### src/rtl/sdram_test_pkg.sv
// Shared FSM encoding, UART characters and address step for the SDRAM test master.
package sdram_test_pkg;

    typedef enum logic [3:0] {
        IDLE,
        WR,
        WR_WAIT,
        RD,
        RD_WAIT,
        CMP,
        PRINT,
        PRINT_WAIT,
        DONE
    } state_t;

    // Which UART character is being emitted in the PRINT/PRINT_WAIT loop
    typedef enum logic [1:0] {
        PR_WORD,
        PR_VERDICT,
        PR_LF
    } print_phase_t;

    localparam logic [7:0] CH_DOT = 8'h2E;
    localparam logic [7:0] CH_X   = 8'h58;
    localparam logic [7:0] CH_T   = 8'h54;
    localparam logic [7:0] CH_P   = 8'h50;
    localparam logic [7:0] CH_F   = 8'h46;
    localparam logic [7:0] CH_LF  = 8'h0A;

    localparam int unsigned ADDR_STEP = 4;

    // UART transmit register takes the character in the low byte
    function automatic logic [31:0] uart_word(input logic [7:0] ch);
        return {24'h0, ch};
    endfunction

endpackage

### src/rtl/sdram_test_master_if.sv
// Wishbone master/slave bundle used between the test master and the memory/UART fabric.
interface sdram_test_master_if;
    logic [31:0] wishbone_addr_o;
    logic [31:0] wishbone_data_o;
    logic        wishbone_we_o;
    logic [3:0]  wishbone_sel_o;
    logic        wishbone_stb_o;
    logic        wishbone_cyc_o;
    logic [31:0] wishbone_data_i;
    logic        wishbone_ack_i;

    modport master (
        output wishbone_addr_o, wishbone_data_o, wishbone_we_o, wishbone_sel_o,
               wishbone_stb_o, wishbone_cyc_o,
        input  wishbone_data_i, wishbone_ack_i
    );

    modport slave (
        input  wishbone_addr_o, wishbone_data_o, wishbone_we_o, wishbone_sel_o,
               wishbone_stb_o, wishbone_cyc_o,
        output wishbone_data_i, wishbone_ack_i
    );
endinterface

### src/rtl/sdram_test_master_wb_single_xfer.sv
// One Wishbone classic transfer with an ack timeout; done pulses the cycle after ack/timeout.
module wb_single_xfer #(
    parameter int unsigned TIMEOUT = 1023
) (
    input  logic                       clk,
    input  logic                       rst_n,
    input  logic                       go,
    input  logic                       we,
    input  logic [31:0]                addr,
    input  logic [31:0]                wdata,
    output logic                       done,
    output logic                       ok,
    output logic                       timeout,
    output logic [31:0]                rdata,
    sdram_test_master_if.master        wb
);
    localparam int unsigned CNT_W = $clog2(TIMEOUT + 1);

    logic [CNT_W-1:0] wait_cnt;
    logic             stb_q;
    logic             we_q;
    logic [31:0]      addr_q;
    logic [31:0]      data_q;
    logic [3:0]       sel_q;

    assign wb.wishbone_stb_o  = stb_q;
    assign wb.wishbone_cyc_o  = stb_q;
    assign wb.wishbone_we_o   = we_q;
    assign wb.wishbone_addr_o = addr_q;
    assign wb.wishbone_data_o = data_q;
    assign wb.wishbone_sel_o  = sel_q;

    // Launch on go, hold the strobe until ack or until wait_cnt reaches TIMEOUT
    always_ff @(posedge clk) begin
        if (!rst_n) begin
            wait_cnt <= '0;
            stb_q    <= 1'b0;
            we_q     <= 1'b0;
            addr_q   <= 32'h0;
            data_q   <= 32'h0;
            sel_q    <= 4'h0;
            done     <= 1'b0;
            ok       <= 1'b0;
            timeout  <= 1'b0;
            rdata    <= 32'h0;
        end else begin
            done <= 1'b0;
            if (stb_q) begin
                if (wb.wishbone_ack_i) begin
                    stb_q   <= 1'b0;
                    we_q    <= 1'b0;
                    done    <= 1'b1;
                    ok      <= 1'b1;
                    timeout <= 1'b0;
                    rdata   <= wb.wishbone_data_i;
                end else if (wait_cnt == CNT_W'(TIMEOUT)) begin
                    stb_q   <= 1'b0;
                    we_q    <= 1'b0;
                    done    <= 1'b1;
                    ok      <= 1'b0;
                    timeout <= 1'b1;
                end else begin
                    wait_cnt <= wait_cnt + CNT_W'(1);
                end
            end else if (go) begin
                // Counter holds the number of strobe cycles including the current one
                wait_cnt <= CNT_W'(1);
                stb_q    <= 1'b1;
                we_q     <= we;
                addr_q   <= addr;
                data_q   <= wdata;
                sel_q    <= 4'hF;
            end
        end
    end

endmodule

### src/rtl/sdram_test_master.sv
// Writes a seeded pattern to SDRAM, reads it back, and reports each word over a UART.
module sdram_test_master
    import sdram_test_pkg::*;
#(
    parameter int unsigned NWORDS     = 16,
    parameter logic [31:0] SDRAM_BASE = 32'h0000_0000,
    parameter logic [31:0] UART_ADDR  = 32'h1000_0000,
    parameter logic [31:0] SEED       = 32'h3031_3233,
    parameter int unsigned TIMEOUT    = 1023
) (
    input  logic                clk,
    input  logic                rst_n,
    input  logic                start_i,
    output logic                busy_o,
    output logic                done_o,
    output logic                pass_o,
    output logic [8:0]          err_cnt_o,
    sdram_test_master_if.master wb
);
    localparam int unsigned IDX_W = $clog2(NWORDS) + 1;

    state_t         state_q;
    state_t         state_d;
    print_phase_t   phase_q;
    logic [IDX_W-1:0] idx_q;
    logic [31:0]    rd_data_q;
    logic           rd_to_q;
    logic [7:0]     char_q;

    logic           xfer_go;
    logic           xfer_we;
    logic [31:0]    xfer_addr;
    logic [31:0]    xfer_wdata;
    logic           x_done;
    logic           x_ok;
    logic           x_to;
    logic [31:0]    x_rdata;

    logic           last_word;
    logic [31:0]    exp_word;
    logic [31:0]    word_addr;
    logic [8:0]     err_inc;

    assign last_word = (idx_q == IDX_W'(NWORDS - 1));
    assign exp_word  = SEED + 32'(idx_q);
    assign word_addr = SDRAM_BASE + 32'(idx_q) * 32'(ADDR_STEP);
    assign err_inc   = (err_cnt_o < 9'(NWORDS)) ? err_cnt_o + 9'd1 : err_cnt_o;

    wb_single_xfer #(
        .TIMEOUT (TIMEOUT)
    ) u_xfer (
        .clk     (clk),
        .rst_n   (rst_n),
        .go      (xfer_go),
        .we      (xfer_we),
        .addr    (xfer_addr),
        .wdata   (xfer_wdata),
        .done    (x_done),
        .ok      (x_ok),
        .timeout (x_to),
        .rdata   (x_rdata),
        .wb      (wb)
    );

    // State register
    always_ff @(posedge clk) begin
        if (!rst_n) state_q <= IDLE;
        else        state_q <= state_d;
    end

    // Next-state logic
    always_comb begin
        state_d = state_q;
        case (state_q)
            IDLE:       if (start_i) state_d = WR;
            WR:         state_d = WR_WAIT;
            WR_WAIT:    if (x_done) state_d = last_word ? RD : WR;
            RD:         state_d = RD_WAIT;
            RD_WAIT:    if (x_done) state_d = CMP;
            CMP:        state_d = PRINT;
            PRINT:      state_d = PRINT_WAIT;
            PRINT_WAIT: begin
                if (x_done) begin
                    case (phase_q)
                        PR_WORD:    state_d = last_word ? PRINT : RD;
                        PR_VERDICT: state_d = PRINT;
                        default:    state_d = DONE;
                    endcase
                end
            end
            DONE:       state_d = IDLE;
            default:    state_d = IDLE;
        endcase
    end

    // Transfer request for the current state; the sub-module registers it onto the bus
    always_comb begin
        xfer_go    = 1'b0;
        xfer_we    = 1'b0;
        xfer_addr  = word_addr;
        xfer_wdata = exp_word;
        case (state_q)
            WR: begin
                xfer_go = 1'b1;
                xfer_we = 1'b1;
            end
            RD: xfer_go = 1'b1;
            PRINT: begin
                xfer_go   = 1'b1;
                xfer_we   = 1'b1;
                xfer_addr = UART_ADDR;
                case (phase_q)
                    PR_WORD:    xfer_wdata = uart_word(char_q);
                    PR_VERDICT: xfer_wdata = uart_word((err_cnt_o == 9'd0) ? CH_P : CH_F);
                    default:    xfer_wdata = uart_word(CH_LF);
                endcase
            end
            default: ;
        endcase
    end

    // Word index, error count, read capture and status outputs
    always_ff @(posedge clk) begin
        if (!rst_n) begin
            idx_q     <= '0;
            phase_q   <= PR_WORD;
            rd_data_q <= 32'h0;
            rd_to_q   <= 1'b0;
            char_q    <= 8'h0;
            busy_o    <= 1'b0;
            done_o    <= 1'b0;
            pass_o    <= 1'b0;
            err_cnt_o <= 9'd0;
        end else begin
            done_o <= 1'b0;
            case (state_q)
                IDLE: begin
                    if (start_i) begin
                        idx_q     <= '0;
                        err_cnt_o <= 9'd0;
                        busy_o    <= 1'b1;
                        pass_o    <= 1'b0;
                    end
                end
                WR_WAIT: begin
                    if (x_done) begin
                        if (x_to) err_cnt_o <= err_inc;
                        idx_q <= last_word ? '0 : idx_q + IDX_W'(1);
                    end
                end
                RD_WAIT: begin
                    if (x_done) begin
                        rd_data_q <= x_rdata;
                        rd_to_q   <= !x_ok;
                    end
                end
                CMP: begin
                    phase_q <= PR_WORD;
                    if (rd_to_q) begin
                        char_q    <= CH_T;
                        err_cnt_o <= err_inc;
                    end else if (rd_data_q != exp_word) begin
                        char_q    <= CH_X;
                        err_cnt_o <= err_inc;
                    end else begin
                        char_q    <= CH_DOT;
                    end
                end
                PRINT_WAIT: begin
                    if (x_done) begin
                        case (phase_q)
                            PR_WORD: begin
                                if (last_word) phase_q <= PR_VERDICT;
                                else           idx_q   <= idx_q + IDX_W'(1);
                            end
                            PR_VERDICT: phase_q <= PR_LF;
                            default: begin
                                // done_o is high exactly while the FSM sits in DONE
                                done_o <= 1'b1;
                                busy_o <= 1'b0;
                                pass_o <= (err_cnt_o == 9'd0);
                            end
                        endcase
                    end
                end
                default: ;
            endcase
        end
    end

endmodule
### src/flat_wrapper.sv
// flat-port wrapper written by rule: the top's interface ports become plain ports
module sdram_test_master_flat import sdram_test_pkg::*;
#(
    parameter int unsigned NWORDS     = 16,
    parameter logic [31:0] SDRAM_BASE = 32'h0000_0000,
    parameter logic [31:0] UART_ADDR  = 32'h1000_0000,
    parameter logic [31:0] SEED       = 32'h3031_3233,
    parameter int unsigned TIMEOUT    = 1023
)
  (clk, rst_n, start_i, busy_o, done_o, pass_o, err_cnt_o, wb_wishbone_addr_o, wb_wishbone_data_o, wb_wishbone_we_o, wb_wishbone_sel_o, wb_wishbone_stb_o, wb_wishbone_cyc_o, wb_wishbone_data_i, wb_wishbone_ack_i);
  sdram_test_master_if wb_i ();
  input  logic clk;
  input  logic rst_n;
  input  logic start_i;
  output logic busy_o;
  output logic done_o;
  output logic pass_o;
  output logic [8:0] err_cnt_o;
  output wire logic [$bits(wb_i.wishbone_addr_o)-1:0] wb_wishbone_addr_o;
  output wire logic [$bits(wb_i.wishbone_data_o)-1:0] wb_wishbone_data_o;
  output wire logic [$bits(wb_i.wishbone_we_o)-1:0] wb_wishbone_we_o;
  output wire logic [$bits(wb_i.wishbone_sel_o)-1:0] wb_wishbone_sel_o;
  output wire logic [$bits(wb_i.wishbone_stb_o)-1:0] wb_wishbone_stb_o;
  output wire logic [$bits(wb_i.wishbone_cyc_o)-1:0] wb_wishbone_cyc_o;
  input wire logic [$bits(wb_i.wishbone_data_i)-1:0] wb_wishbone_data_i;
  input wire logic [$bits(wb_i.wishbone_ack_i)-1:0] wb_wishbone_ack_i;
  assign wb_wishbone_addr_o = wb_i.wishbone_addr_o;
  assign wb_wishbone_data_o = wb_i.wishbone_data_o;
  assign wb_wishbone_we_o = wb_i.wishbone_we_o;
  assign wb_wishbone_sel_o = wb_i.wishbone_sel_o;
  assign wb_wishbone_stb_o = wb_i.wishbone_stb_o;
  assign wb_wishbone_cyc_o = wb_i.wishbone_cyc_o;
  assign wb_i.wishbone_data_i = wb_wishbone_data_i;
  assign wb_i.wishbone_ack_i = wb_wishbone_ack_i;
  sdram_test_master #(.NWORDS(NWORDS), .SDRAM_BASE(SDRAM_BASE), .UART_ADDR(UART_ADDR), .SEED(SEED), .TIMEOUT(TIMEOUT)) u_core (.clk(clk), .rst_n(rst_n), .start_i(start_i), .busy_o(busy_o), .done_o(done_o), .pass_o(pass_o), .err_cnt_o(err_cnt_o), .wb(wb_i));
endmodule
### config.mk
export PLATFORM = sky130hd
export DESIGN_NAME = sdram_test_master_flat
export DESIGN_NICKNAME = d
export VERILOG_FILES = /design/src/rtl/sdram_test_pkg.sv /design/src/rtl/sdram_test_master_if.sv /design/src/rtl/sdram_test_master_wb_single_xfer.sv /design/src/rtl/sdram_test_master.sv /design/src/flat_wrapper.sv
export SDC_FILE = /design/constraint.sdc
export NUM_CORES = 1
export LEC_CHECK = 0
export ABC_CLOCK_PERIOD_IN_PS = 6700
export CORE_AREA = 10 10 117 119
export DETAILED_ROUTE_END_ITERATION = 8
export DIE_AREA = 0 0 127 129
export GPL_TIMING_DRIVEN = 1
export HOLD_SLACK_MARGIN = 0.1
export PLACE_DENSITY = 0.78
export SYNTH_ARGS = -nofsm -noshare
export SYNTH_HDL_FRONTEND = slang
export SYNTH_SLANG_ARGS = --single-unit
### constraint.sdc
create_clock -name clk -period 6.7 [get_ports clk]
set_clock_uncertainty 0.15 [all_clocks]
set_input_delay 1.34 -clock clk [delete_from_list [all_inputs] [get_ports clk]]
set_output_delay 1.34 -clock clk [all_outputs]
set_load 0.01 [all_outputs]
# Word level (Yosys, flattened, before mapping)
# Index checks and enable logic that the tools add are counted.
# classes
add_sub_neg	4
n_lt_le_gt_ge	1
eq_ne	25
n_mux	60
bitwise	1
reduce_logical	26
# ops
op	count
9-bit 2-to-1 mux	6
10-bit 2-to-1 mux	4
5-bit 2-to-1 mux	7
32-bit 2-to-1 mux	1
32-bit inequality test	1
4-bit case mux with 8 select lines	1
30-bit by 5-bit adder with 31-bit output, first input constant	1
29-bit 2-to-1 mux	1
9-bit case mux with 3 select lines	1
1-bit 2-to-1 mux	22
2-bit inequality test, second input constant	9
4-bit by 3-bit equality test with 1-bit output, second input constant	4
4-bit 2-to-1 mux	4
8-bit case mux with 2 select lines	1
5-bit case mux with 3 select lines	1
2-bit AND reduction	6
4-bit AND reduction	3
10-bit by 1-bit adder with 10-bit output, second input constant	1
10-bit equality test, second input constant	1
9-bit by 1-bit adder with 9-bit output, second input constant	1
9-bit zero test	1
9-bit by 5-bit less-than comparator with 1-bit output, second input constant	1
3-bit by 2-bit inequality test with 1-bit output, second input constant	3
4-bit by 2-bit equality test with 1-bit output, second input constant	2
24 further kinds	34
# word_totals
register_bits	176
input_bits	36
out_inout_bits	83
wordCells	137

# Logic depth before layout (Yosys ltp)
# logic_depth
word_depth	5
mapped_depth	9
depth_no_buf	8

# Cells and area by module
# A second synthesis with hierarchy kept.
# unflattened
cells_unflattened	895
hier_area_um2	7130.6
# by_module_without_submodules
module	n_inst	cells_per_inst	area_each_um2	seq_area_each_um2
wb_single_xfer	1	511	4042.6	2242.2
sdram_test_master	1	384	3088.0	1201.2

# Worst setup path after synthesis
# Ideal clock, no wire load.
# synth_timing
path_type	input -> register
from	input start_i
to	register u_core.idx_q[3]
setup_time_ns	0.071
t_arrival_ns	2.353
t_required_ns	6.479
path_slack_ns	4.125
cell_stages	5
path_buffers	0
path_cell_list	mux2_2 o32a_1 o22ai_2 o21ai_0 a21oi_1
# synth_between
elab_chain_cells	2
# synth_lines
item	line_no	source
start, declared	flat_wrapper.sv:14	input logic start_i;
2-bit inequality test (no source line)	--	
6-bit AND reduction (no source line)	--	
end signal, assigned	sdram_test_master.sv:148	idx_q <= last_word ? '0 : idx_q + IDX_W'(1);
end signal, assigned	sdram_test_master.sv:174	else idx_q <= idx_q + IDX_W'(1);
end, declared	sdram_test_master.sv:25	logic [IDX_W-1:0] idx_q;
# No other way between the ends.
# A chain may end at the register's enable or synchronous reset.

==> flow_summary.toml <==
[route]
vias_per_cell = 5.28
remaining_drc_errors = 0
drt-total-wl_um = 13300
drt_first_pass_iters = 6
drt_iter0_drc = 439
ant_nets = 0
num_vias = 4768
avgRoutedWirePerCell_um = 14.8

[clocking]
cts-root-buf = "clkbuf_16"
cts.sinks = 122
ctsHoldBuffers = 0
clk_pin_slew_ns = 0.05
cts_resized = 0
cts_setup_buffers = 0
max-clock-path-buffers = 2
cts_tree = "built"
numCtsBuffers = 17
htree_levels = 4
insertion_delay_ns = 0.41

[finish]
num-nets-final = 790
num_antenna_cells = 0
stdcell_count = 903
fillers = 1004
syn_to_final_growth_pct = 20.9
layout-drive-gt1-share_pct = 6.18

[place]
port_buffers = 75
gp_congestion = 0.862
hpwl_um = 9340
placed_cells = 871
pre_cts_slack_ns = 2.82

[floorplan]
die_area_um2 = 16400
start_util_pct = 49.5
core_area_um2 = 11300
rows = 39
ioPinCount = 119
die_x_um = 127
fp.dieH_um = 129

[logic_synthesis]
synth_cells = 703
synth-seq-area-share_pct = 43.6
yosys_warnings = 0
ys_async_sr_fraction_pct = 0
synth-seq-cells = 122
syn_area_per_cell_um2 = 7.98
ys_types = 61
synth_area_um2 = 5610
synth_edf_count = 0
synth_top_flop_cell = "dfxtp_1"

[min_path]
worstHoldPathCells = 1
holdPathEnd = "u_core.rd_to_q"
hp-class = "reg -> reg"
min_from = "u_core.u_xfer.ok"

[grt]
grt_pass1_wl_um = 22000
grt_pass1_vias = 4697
grt_max_degree = 90
grt_overflow = 0
track_usage_pct = 15.9
antenna_found_initial = 0

[setup_path]
required_ns = 6.85
startpoint_type = "primary input"
critPathKind = "in -> reg"
rrSetupSlack_ns = 3.66
worst_ep_arrival_time_ns = 3.62
reg2reg_from = "u_core.idx_q[0]"
cp_max_fo = 89
rr_endpoint = "u_core.err_cnt_o[1]"
slowest_delay_ns = 0.78
slowest_stage = "clkdlybuf4s50_1"
cp-end-kind = "register"
path_cells = "clkdlybuf4s50_1 -> inv_2 -> buf_4 -> nor2_1 -> a22o_1"
reg2reg_depth = 8

[sta]
max_freq_mhz = 288
worstMarginPinSlew_ns = 1.10
fin_crit_ns = 3.48
finalCritPeriodShare_pct = 51.9
setup_slack_ns = 3.22
rsz0062_at_grt = "no"
setup_viol = 0
tns_ns = 0
relSlewSlack_pct = 26.8
slew_viol_final = 0
hold_violations = 0
fin_hold_ws_ns = 0.293

[pwr]
leakagePower_uw = 0.00244
ir_drop_mv = 0.188
powerDensity_nw_per_um2 = 302

[job]
drv_cap = 0

[outcome]
status = "finished clean"
worst max-delay path by stage:
stage / from / end / slack, ns
2_1_floorplan: start_i / u_core.idx_q[3] / 4.13
3_3_place_gp: rst_n / u_core.u_xfer.wb.wishbone_addr_o[5] / 2.92
3_5_place_dp: rst_n / u_core.u_xfer.wb.wishbone_addr_o[2] / 2.82
4_1_cts: rst_n / u_core.u_xfer.wb.wishbone_addr_o[2] / 3.22
5_1_grt: rst_n / u_core.u_xfer.wb.wishbone_addr_o[3] / 3.02
6_report: rst_n / u_core.u_xfer.wb.wishbone_addr_o[2] / 3.22
synthesized netlist by cell type, types with 2 or more instances:
cell type  instances  area, µm²
nand2_1          157        589
xnor2_1           11       96.3
and3b_1            2       17.5
and3_1             5       31.3
and2_1             3       18.8
a2111oi_0          2       17.5
o311ai_0           2       17.5
o211ai_1           3       22.5
mux2_2             2       22.5
inv_1             17       63.8
mux2i_1            3       30.0
buf_4             56        420
nor4bb_1           3       30.0
nand3_1           18       90.1
nand2b_1           5       31.3
nor2_1            48        180
a211oi_1           5       37.5
nand4b_1           2       17.5
nand4_1            4       25.0
nor3_1            18       90.1
a221oi_1           2       17.5
ha_1               7       87.6
o41ai_1            2       17.5
or2_2              3       18.8
nor3b_1            2       15.0
buf_2              4       20.0
or3_1              3       18.8
nand3b_1           3       22.5
xor2_1             6       52.6
a21oi_1           88        440
clkbuf_1          28        105
nor4b_1            3       26.3
o21ai_0           22        110
nor4_1             5       31.3
nor2b_1            4       25.0
buf_1              4       15.0
dfxtp_1          122       2440
a22o_1             6       52.6
layer usage:
metal / GRT usage, % / up-vias / part of all wire [%]
met2: 26.0 / 174 / 48
met5: 0 / - / 0
li1: - / 2370 / -
met4: 6.83 / 0 / 1.8
met3: 5.87 / 29 / 8.2
met1: 18.4 / 2195 / 42
flip-flops by register name, summed over array words and instances, names as in the netlist, 2 cells and up:
name	flops
u_core.char_q	4
u_core.err_cnt_o	9
u_core.idx_q	5
u_core.phase_q	2
u_core.rd_data_q	32
u_core.state_q	4
u_core.u_xfer.rdata	32
u_core.u_xfer.wait_cnt	10
u_core.u_xfer.wb.wishbone_addr_o	6
u_core.u_xfer.wb.wishbone_data_o	8
metrics by stage:
step | power, µW | cell area (µm²) | utilization [%]
finish | 2040 | 6780 | 59.9
detailed placement | 1090 | 6140 | 54.2
CTS | 2050 | 6780 | 59.9
global route | 2120 | 6780 | 59.9
floorplan | 1010 | 5770 | -
global placement | 1080 | 6140 | 54.2
cells in the final DEF (no fill, tap or decap), drive strengths merged, types with 5 or more instances in the layout:
cell type,n
nand2b,6
a21oi,88
nor3,18
and3,6
xnor2,11
nor2,48
a211oi,6
nor4,5
nand2,157
xor2,6
conb,43
clkdlybuf4s50,75
a22o,6
nand3,18
ha,7
o21ai,22
clkbuf,22
inv,18
dfxtp,122
area by class of cell:
type,count,area (µm²),share of cell area (%)
clock buffer,22,474,7.00
multi-input combinational,511,2690,39.6
timing repair buffer,77,766,11.3
sequential,122,2440,36.0
tap,143,179,2.64
clock inverter,10,165,2.44
inverter,18,67.6,0.997
where the power goes:
| part | leakage [µW] | switching, µW | internal (µW) | total [µW] |
|---|---|---|---|---|
| logic | 0.00115 | 150 | 123 | 274 |
| registers | 0.000987 | 43.5 | 758 | 802 |
| clock network | 0.000303 | 317 | 652 | 969 |
| total | 0.00244 | 511 | 1530 | 2040 |
worst max-delay path, delay by kind of cell:
family / cells / cell delay, ns
compound gates: 1 / 0.31
simple gates: 1 / 0.29
buf+inv: 3 / 1.67
cells by family after synthesis:
| kind of cell | share of synthesized area, % |
|---|---|
| multiplexers | 0.937 |
| XOR/XNOR | 3.08 |
| adder cells (fa/ha/maj) | 1.56 |
| AND/OR/NAND/NOR | 24.1 |
| buffers and inverters | 11.5 |
| flip-flops | 43.6 |
| AO/OA/AOI/OAI | 15.2 |
| other | 0.0669 |
No activity file was read; power rests on OpenSTA's default activity.
